<file path="config.mk">
export PLATFORM = sky130hd
export DESIGN_NAME = fpu_valrdy_issue
export DESIGN_NICKNAME = d
export VERILOG_FILES = /design/src/rtl/fpu_pkg.sv /design/src/rtl/fpu_resp_fifo.sv /design/src/rtl/fpu_valrdy_issue.sv
export SDC_FILE = /design/constraint.sdc
export NUM_CORES = 1
export LEC_CHECK = 0
export ABC_AREA = 1
export CORE_ASPECT_RATIO = 0.75
export CORE_MARGIN = 4
export CORE_UTILIZATION = 41
export DETAILED_ROUTE_END_ITERATION = 10
export HOLD_SLACK_MARGIN = 0.05
export PLACE_DENSITY = 0.77
export SLEW_MARGIN = 10
export SYNTH_ARGS = -nofsm -noshare
export SYNTH_HDL_FRONTEND = slang
export SYNTH_SLANG_ARGS = --single-unit
</file>
<file path="constraint.sdc">
create_clock -name clk -period 2.77 [get_ports clk]
set_clock_uncertainty 0.2 [all_clocks]
set_input_delay 0.831 -clock clk [delete_from_list [all_inputs] [get_ports clk]]
set_output_delay 0.831 -clock clk [all_outputs]
set_load 0.02 [all_outputs]
</file>
<file path="src/rtl/fpu_pkg.sv">
// Shared FP types and constants for FPU-side blocks.
//   fp32_t        : raw IEEE-754 single-precision bit pattern
//   fp_operands_t : operand pair for a two-input FP op
//   FPADD_LATENCY : issue-to-result latency of the 2-stage FP adder
package fpu_pkg;

  typedef logic [31:0] fp32_t;

  typedef struct packed {
    fp32_t a;
    fp32_t b;
  } fp_operands_t;

  localparam int FPADD_LATENCY = 2;

  localparam fp32_t FP_ONE   = 32'h3F80_0000;
  localparam fp32_t FP_TWO   = 32'h4000_0000;
  localparam fp32_t FP_THREE = 32'h4040_0000;

endpackage

</file>
<file path="src/rtl/fpu_resp_fifo.sv">
// Circular response buffer, DEPTH x WIDTH, with occupancy count.
//   clk, reset   : clock, synchronous active-high reset
//   i_enq        : write i_enq_data at the tail (ignored when full)
//   i_deq        : pop the head (ignored when empty)
//   o_deq_data   : head entry (don't-care when empty)
//   o_count      : entries held, 0..DEPTH
//   o_full/empty : occupancy flags
// No write-to-read bypass: an entry becomes visible the cycle after it is written.
module fpu_resp_fifo
  import fpu_pkg::*;
#(
  parameter int DEPTH = 4,
  parameter int WIDTH = 32
) (
  input  logic                     clk,
  input  logic                     reset,
  input  logic                     i_enq,
  input  logic [WIDTH-1:0]         i_enq_data,
  input  logic                     i_deq,
  output logic [WIDTH-1:0]         o_deq_data,
  output logic [$clog2(DEPTH):0]   o_count,
  output logic                     o_full,
  output logic                     o_empty
);

  localparam int AW = $clog2(DEPTH);
  localparam logic [AW-1:0] PTR_ONE  = 1;
  localparam logic [AW:0]   CNT_ONE  = 1;
  localparam logic [AW:0]   CNT_FULL = (AW+1)'(DEPTH);

  logic [WIDTH-1:0] r_mem [DEPTH];
  logic [AW-1:0]    r_wr_ptr;
  logic [AW-1:0]    r_rd_ptr;
  logic [AW:0]      r_count;
  logic             w_do_enq;
  logic             w_do_deq;

  assign o_full   = (r_count == CNT_FULL);
  assign o_empty  = (r_count == '0);
  assign w_do_enq = i_enq & ~o_full;
  // Read qualifies on the pre-write count, so a same-cycle write never
  // aliases the slot being read.
  assign w_do_deq = i_deq & ~o_empty;

  // DEPTH is a power of two, so pointers wrap by natural overflow.
  always_ff @(posedge clk) begin
    if (reset) begin
      r_wr_ptr <= '0;
      r_rd_ptr <= '0;
      r_count  <= '0;
    end else begin
      if (w_do_enq) r_wr_ptr <= r_wr_ptr + PTR_ONE;
      if (w_do_deq) r_rd_ptr <= r_rd_ptr + PTR_ONE;
      case ({w_do_enq, w_do_deq})
        2'b10:   r_count <= r_count + CNT_ONE;
        2'b01:   r_count <= r_count - CNT_ONE;
        default: r_count <= r_count;
      endcase
    end
  end

  // Storage needs no reset; occupancy lives in the pointers and count.
  always_ff @(posedge clk) begin
    if (w_do_enq) r_mem[r_wr_ptr] <= i_enq_data;
  end

  assign o_deq_data = r_mem[r_rd_ptr];
  assign o_count    = r_count;

endmodule

</file>
<file path="src/rtl/fpu_valrdy_issue.sv">
// Val/rdy front end for a fixed-latency, valid-only FP pipeline.
//   req_val/req_rdy/req_a/req_b     : request stream (operand pair)
//   resp_val/resp_rdy/resp_msg      : response stream (result)
//   pipe_in_val/pipe_in0/pipe_in1   : issue strobe and operands to the unit
//   pipe_out_val/pipe_out           : result strobe and data from the unit
//   err                             : sticky protocol error
// Every accepted request holds one credit from issue until its response
// leaves the FIFO, so the FIFO always has room for every in-flight result.
module fpu_valrdy_issue
  import fpu_pkg::*;
#(
  parameter int LATENCY = FPADD_LATENCY,
  parameter int DEPTH   = 4,
  parameter int WIDTH   = 32
) (
  input  logic             clk,
  input  logic             reset,
  input  logic             req_val,
  output logic             req_rdy,
  input  logic [WIDTH-1:0] req_a,
  input  logic [WIDTH-1:0] req_b,
  output logic             resp_val,
  input  logic             resp_rdy,
  output logic [WIDTH-1:0] resp_msg,
  output logic             pipe_in_val,
  output logic [WIDTH-1:0] pipe_in0,
  output logic [WIDTH-1:0] pipe_in1,
  input  logic             pipe_out_val,
  input  logic [WIDTH-1:0] pipe_out,
  output logic             err
);

  localparam int CW = $clog2(DEPTH) + 1;
  localparam logic [CW-1:0] CNT_ONE   = 1;
  localparam logic [CW:0]   CRED_TOTAL = (CW+1)'(DEPTH);

  logic [CW-1:0] r_inflight;
  logic          r_err;
  logic [CW-1:0] w_count;
  logic [CW:0]   w_cred_used;
  logic          w_full;
  logic          w_empty;
  logic          w_issue;
  logic          w_spur;
  logic          w_ovf;
  logic          w_retire;
  logic          w_enq;
  logic          w_deq;
  logic          w_unused_cfg;

  // The credit scheme itself is latency-agnostic; LATENCY only documents
  // the attached unit and guides the choice of DEPTH.
  assign w_unused_cfg = (LATENCY < 1);

  // Ready depends on registers only: no path from req_val or resp_rdy.
  assign w_cred_used = {1'b0, r_inflight} + {1'b0, w_count};
  assign req_rdy     = (w_cred_used < CRED_TOTAL);
  assign w_issue     = req_val & req_rdy;

  assign pipe_in_val = w_issue;
  assign pipe_in0    = req_a;
  assign pipe_in1    = req_b;

  // A result with nothing in flight is spurious: dropped, counters untouched.
  // A result arriving into a full FIFO is dropped but still retires its op.
  assign w_spur   = pipe_out_val & (r_inflight == '0);
  assign w_retire = pipe_out_val & ~w_spur;
  assign w_ovf    = w_retire & w_full;
  assign w_enq    = w_retire & ~w_full;

  assign resp_val = ~w_empty;
  assign w_deq    = resp_val & resp_rdy;

  always_ff @(posedge clk) begin
    if (reset) begin
      r_inflight <= '0;
      r_err      <= 1'b0;
    end else begin
      case ({w_issue, w_retire})
        2'b10:   r_inflight <= r_inflight + CNT_ONE;
        2'b01:   r_inflight <= r_inflight - CNT_ONE;
        default: r_inflight <= r_inflight;
      endcase
      if (w_spur | w_ovf) r_err <= 1'b1;
    end
  end

  assign err = r_err;

  fpu_resp_fifo #(
    .DEPTH (DEPTH),
    .WIDTH (WIDTH)
  ) u_resp_fifo (
    .clk        (clk),
    .reset      (reset),
    .i_enq      (w_enq),
    .i_enq_data (pipe_out),
    .i_deq      (w_deq),
    .o_deq_data (resp_msg),
    .o_count    (w_count),
    .o_full     (w_full),
    .o_empty    (w_empty)
  );

endmodule

</file>
==> results.md <==
- Final wirelength: roughly 14000 µm
- FMAX: around 370 MHz
- Commonest non-fill, non-tap cell in the layout: edfxtp_1
- Num Clock Sinks: between 100 and 150
- Status: finished clean
- Count of cell types in the netlist: 25
- Antenna violations before repair: 0
- Vias per inst: ~5
- Drt first pass iters: 4
- Clock network power share: 0.310
- Die Y-Extent: approximately 110 µm
- Die Footprint: between 15000 and 20000 µm²
- Yosys warnings: 0
- CP Launch Type: flip-flop
- Clk slew on worst S/H paths: roughly 60 ps
- Critical path required time: about 1700 ps
- Pre-CTS setup slack: -335 ps
- Layout cells sized above 1: 0.211
- Post-Syn Instances: 483
- Top post-synthesis cells by area: edfxtp_1 (64%), buf_4 (8.2%), nor2_1 (4.9%)
- Final hold violations: 0
- Synth Area in Simple Gates: 0.0780
- Switching power: between 0.002 and 0.003 W
- Crit path cell chain: inv_8, buf_4, nor2_1, o22ai_1, clkdlybuf4s15_2
- Worst Tran Pin Value: about 280 ps
- Post-layout min period: roughly 2700 ps
- Largest net degree at the start of global routing: 23
- Row cnt: 38
- HP Class: reg -> reg
- Leakage power: ~2.6 nW
- First-pass GRT wire length: roughly 21000 µm
- Net Sw Frac: 0.330
- Starting Density: 0.418
- Synth Area in Adders: 0.0232
- Hold slack final: between 200 and 300 ps
- Post-Synth XOR/XNOR Area: 0
- CTS tree: built
- Max clock buf depth: 2
- Peak VDD IR: 0.549 mV
- Crit-path leading delay family: buffers and inverters
- Register share of total power: 0.369
- Iteration-0 DRC Markers: ~230
- TritonCTS buffer count: 17
- Hpwl dp: between 9000 and 10000 µm
- Synth top area share: 0.637
- Most frequent cells in the layout: edfxtp_1 (128), nor2_1 (74), o21ai_1 (47)
- Hold_buf cts: 0
- Worst slew margin: 0.811
- Kind of critical path: reg -> out
- Wire length per cell: around 19 µm
- Cell-internal power: ~0.0051 W
- Area Overhead vs Synth: 21.3%
- Worst Path Arrival: 1650 ps
- Via count: 3742
- CTS root buf: clkbuf_16
- H-tree depth: 4
- Synth Area per Inst: roughly 12 µm²
- Comb power frac: 0.321
- Slack of the worst reg-to-reg path: ~360 ps
- Clock Latency Late Sink: around 410 ps
- Nets: approximately 630
- Grt ovf: 0
- Max Slew Vio Count: 0
- Crit path largest cell delay: about 400 ps
- Critical path buffer and inverter count: 3
- Seq/Total Area, Yosys: 0.680
- RSZ-0062 raised after global routing: no
- PwrDens: 1040 nW/µm²
- ANT cells: 0
- Largest family of logic cells by synthesized area: buffers and inverters
- Syn_nets: 594
- Netlist Area Pre-Place: approximately 6000 µm²
- I/O Buffers: about 70
- Routability congestion estimate: between 0.7 and 0.8
- Ports: around 200
- Cell accounting for the most synthesized area: edfxtp_1
- Final WS setup: 89.8 ps
- Critical path peak fanout: 13
- Vias in the first global route: between 3k and 4k
- GRT Overall Usage: 0.168
- Antenna Violating Nets Remaining: 0
- Die W: 148 µm
- Post-synthesis mux area share: 0
- Post-synthesis compound-gate area fraction: 0.0954
- Crit. End Element: output pin
- Core footprint: around 14000 µm²
- Drt drc: 0
- Max Cap Violations: 0
- FF+latch count, synth: approximately 140
- TNS Setup: 0 ps
- Slowest CP cell: dfxtp_4
- Final setup viols: 0
- Final period util: 0.968
## through the flow
| stage | std cells | cell area, µm² | utilization | total power [W] |
|---|---|---|---|---|
| global route | 735 | 7320 | 0.506 | 0.00803 |
| global placement | 704 | 6800 | 0.471 | 0.00543 |
| detailed placement | 704 | 6800 | 0.471 | 0.00552 |
| CTS | 735 | 7440 | 0.515 | 0.00779 |
| finish | 735 | 7320 | 0.506 | 0.00761 |
| floorplan | 483 | 6030 | - | 0.00441 |
## layout make-up
class,count,area (µm²)
well taps,200,250
inverters,31,126
repair buffers,104,992
fillers,1220,7140
flip-flops and latches,141,4110
clock inverters,13,191
clock buffers,18,429
multi-input cells,228,1220
## cells by family (layout without fill, tap and decap cells)
| kind of cell | Yosys count | in the layout |
|---|---|---|
| AND/OR/NAND/NOR | 111 | 111 |
| adder cells (fa/ha/maj) | 10 | 10 |
| flip-flops | 141 | 141 |
| buffers and inverters | 114 | 166 |
| AO/OA/AOI/OAI | 107 | 107 |
## worst min-delay path, delay by kind of cell, from the launching register on
| family | cells | cell delay (ps) |
|---|---|---|
| flops | 1 | 340 |
| compound gates | 1 | 50 |
| simple gates | 1 | 70 |
## sequential cells by signal, summed over array words and instances, names as in the netlist, named ones only
name,cells
u_resp_fifo.r_mem,128
u_resp_fifo.r_wr_ptr,2
u_resp_fifo.o_count,3
u_resp_fifo.r_rd_ptr,2
err,1
r_inflight,3
## path summary, 6_finish.rpt
| path | from | end | cells past startpoint |
|---|---|---|---|
| setup / recovery | flip-flop | resp_msg[16] | 5 |
| hold / removal | err | err | 2 |
| setup reg to reg | r_inflight[1] | r_inflight[2] | 14 |
| hold reg to reg | err | err | 2 |
## Yosys cell counts (all sizes together)
| cell | number |
|---|---|
| o22ai | 32 |
| inv | 31 |
| nand4 | 4 |
| nand3 | 7 |
| fa | 2 |
| and2 | 1 |
| edfxtp | 128 |
| a21oi | 6 |
| dfxtp | 13 |
| o21ai | 69 |
| clkbuf | 1 |
| or2 | 2 |
| nor2 | 79 |
| ha | 8 |
| buf | 82 |
| nand2 | 18 |
## per-layer routing
| layer | vias to the layer above | global-route usage | share of wire |
|---|---|---|---|
| met5 | - | 0 | 0 |
| met4 | 0 | 0.0966 | 0.045 |
| met3 | 56 | 0.0616 | 0.082 |
| met2 | 169 | 0.283 | 0.50 |
| met1 | 1784 | 0.184 | 0.37 |
| li1 | 1733 | - | - |
## what timing repair did
action | in CTS | in global routing
gates resized for setup | 82 | 38
endpoints found under the setup margin | 34 | 30
setup buffers | 0 | 0
## power by group through the flow
stage	Clock, W	Combinational (W)	Sequential (W)
floorplan	0	0.00160	0.00281
global route	0.00250	0.00270	0.00283
finish	0.00236	0.00244	0.00280
global placement	0	0.00261	0.00282
detailed placement	0	0.00268	0.00284
CTS	0.00241	0.00258	0.00280
No activity file was read; power rests on OpenSTA's default activity.
==> edit, RTL diff (config.mk and constraints unchanged) <==
`DEPTH` is set to 4 in 2 places; all go to 2.
--- a/src/rtl/fpu_resp_fifo.sv
+++ b/src/rtl/fpu_resp_fifo.sv
@@ -10,5 +10,5 @@
   import fpu_pkg::*;
 #(
-  parameter int DEPTH = 4,
+  parameter int DEPTH = 2,
   parameter int WIDTH = 32
 ) (
--- a/src/rtl/fpu_valrdy_issue.sv
+++ b/src/rtl/fpu_valrdy_issue.sv
@@ -11,5 +11,5 @@
 #(
   parameter int LATENCY = FPADD_LATENCY,
-  parameter int DEPTH   = 4,
+  parameter int DEPTH   = 2,
   parameter int WIDTH   = 32
 ) (
Formal check against the unedited RTL: not equivalent (Yosys sat finds a counterexample within 4 cycles, from zero or initial values and one cycle with reset high).
==> edit against the original RTL <==
- worst setup slack better by 22 ps
- highest routed layer unchanged
- total power down 53%
- worst hold slack improved by 17 ps
- sequential cell count decreased by 69
- routed wire length is 58% lower
- clock power fell by 71%
- design area shrank 47%
- synthesized area decreased by 44%
- die area down 42%
- register-to-register slack improved by 210 ps
- utilization down 1.4 points
- sequential power fell by 48%
==> edit: results (changes against the original RTL) <==
metric;value;unit;change
grt_antenna_before_repair;0;;unchanged
holdCritPathClass;register to register;;
clk_root_buffer_cell;clkbuf_8;;
drt_first_pass_iters;3;;-1
dp_hpwl;4270;um;-55%
synth_enable_flop_cells;64;;-50%
total_global_routing_track_utilization;12.2;%;-4.6 points
postPlaceCellArea;0.00379;mm2;-44%
synth_mux_area_share;14.0;%;+14 points
port_buffers;72;;unchanged
final_layout_size_suffix_gt1_share;26.3;%;+5.2 points
worstPathArrival;1630;ps;-20 ps
status;complete, no violations;;
layoutNonFillerInstCount;360;;-51%
postSynth.asyncResetShare;0;%;unchanged
number_of_nets_in_the_synthesized_netlist;329;;-45%
post_synth_num_cell_types;20;;-20%
synth_xor_area_share;0;%;unchanged
largest_register;u_resp_fifo.r_mem;;
grt_first_pass_wirelength;8760;um;-59%
top_cells_by_count_synth;64 x buf_4, 64 x edfxtp_1, 30 x mux2_4;;
avgViaCountPerCell;4.60;;-9.7%
cts_max_level;3;;-1
vdd_drop_max;0.312;mV;-43%
post_synth_fa_ha_maj_area_fraction;1.34;%;-0.99 points
proportion_of_synthesized_chip_area_in_sequential_cells;61.7;%;-6.3 points
worst_slew_pin_slew;290;ps;+6.43 ps
tritoncts.num_buffers;9;;-8
diodes;0;;unchanged
postRouteWirelength;5820;um;-58%
synth-compound-area-share;1.56;%;-8.0 points
vias_in_the_first_global_route;1704;;-56%
initialDrtViolationCount;44;;-81%
hold_viol_final;0;;unchanged
largest_register_ffs;64;;-50%
synth.area.top_cells;edfxtp_1 57%, buf_4 14%, mux2_4 13%;;
latest_clock_arrival_within_the_worst_skew_pair;340;ps;-70 ps
power.leakage;1.49;nW;-43%
grt_start_max_net_pins;22;;-4.3%
dp.cells;345;;-51%
netlist_instances;225;;-53%
crit_path_max_fanout;2;;-11
globalplace.congestion;0.722;;-5.0%
==> edit: through the flow <==
step,setup WS [ps],hold WS [ps],TNS (ps),total power [mW]
finish,111,301,0,3.55
global route,11.9,325,0,3.77
CTS,37.2,305,0,3.61
detailed placement,-265,273,-265,3.04
global placement,-244,265,-244,3.00
floorplan,346,267,0,2.57
==> edit: power breakdown <==
group,internal [mW],total (mW),leakage (nW),switching (mW)
sequential,1.41,1.46,0.650,0.0580
combinational,0.672,1.40,0.762,0.731
clock,0.314,0.687,0.0769,0.373
total,2.39,3.55,1.49,1.16
==> edit: layer usage <==
layer  wire [um]  track usage, %  vias to the layer above
li1            -               -                      764
met1        2260            12.8                      776
met2        2770            19.5                       94
met3         630            6.91                       21
met4         162            6.88                        0
met5           0               0                        -
==> edit: what timing repair did <==
item / in CTS / in global routing
hold buffers: 0 / 0
gates resized for setup: 40 / 3
setup endpoints to repair: 34 / 2
==> edit: cells by family after synthesis <==
| family | Yosys count |
|---|---|
| mux | 32 |
| compound gates | 10 |
| fa+ha+maj | 3 |
| simple gates | 29 |
| flops | 72 |
| buf+inv | 79 |
==> edit: worst paths after layout <==
path / startpoint / to / slack, ps / cells after the start
hold reg to reg: err / err / 300 / 2
setup / recovery: r_inflight[1] / req_rdy / 110 / 5
hold / removal: err / err / 300 / 2
setup reg to reg: r_inflight[1] / r_inflight[1] / 570 / 11
==> edit: final cells by class <==
cell class | instances | area (um2)
flip-flops and latches | 72 | 2080
clock buffers | 9 | 124
well taps | 105 | 131
inverters | 11 | 41.3
multi-input cells | 74 | 704
repair buffers | 83 | 791
clock inverters | 6 | 37.5
fillers | 701 | 4040
==> edit: critical path, cell delays in order, from the launching register on <==
cell             delay [ps]
dfxtp_2                 330
inv_1                    60
fa_1                    540
nand2_1                  60
inv_2                    50
clkdlybuf4s15_2         250
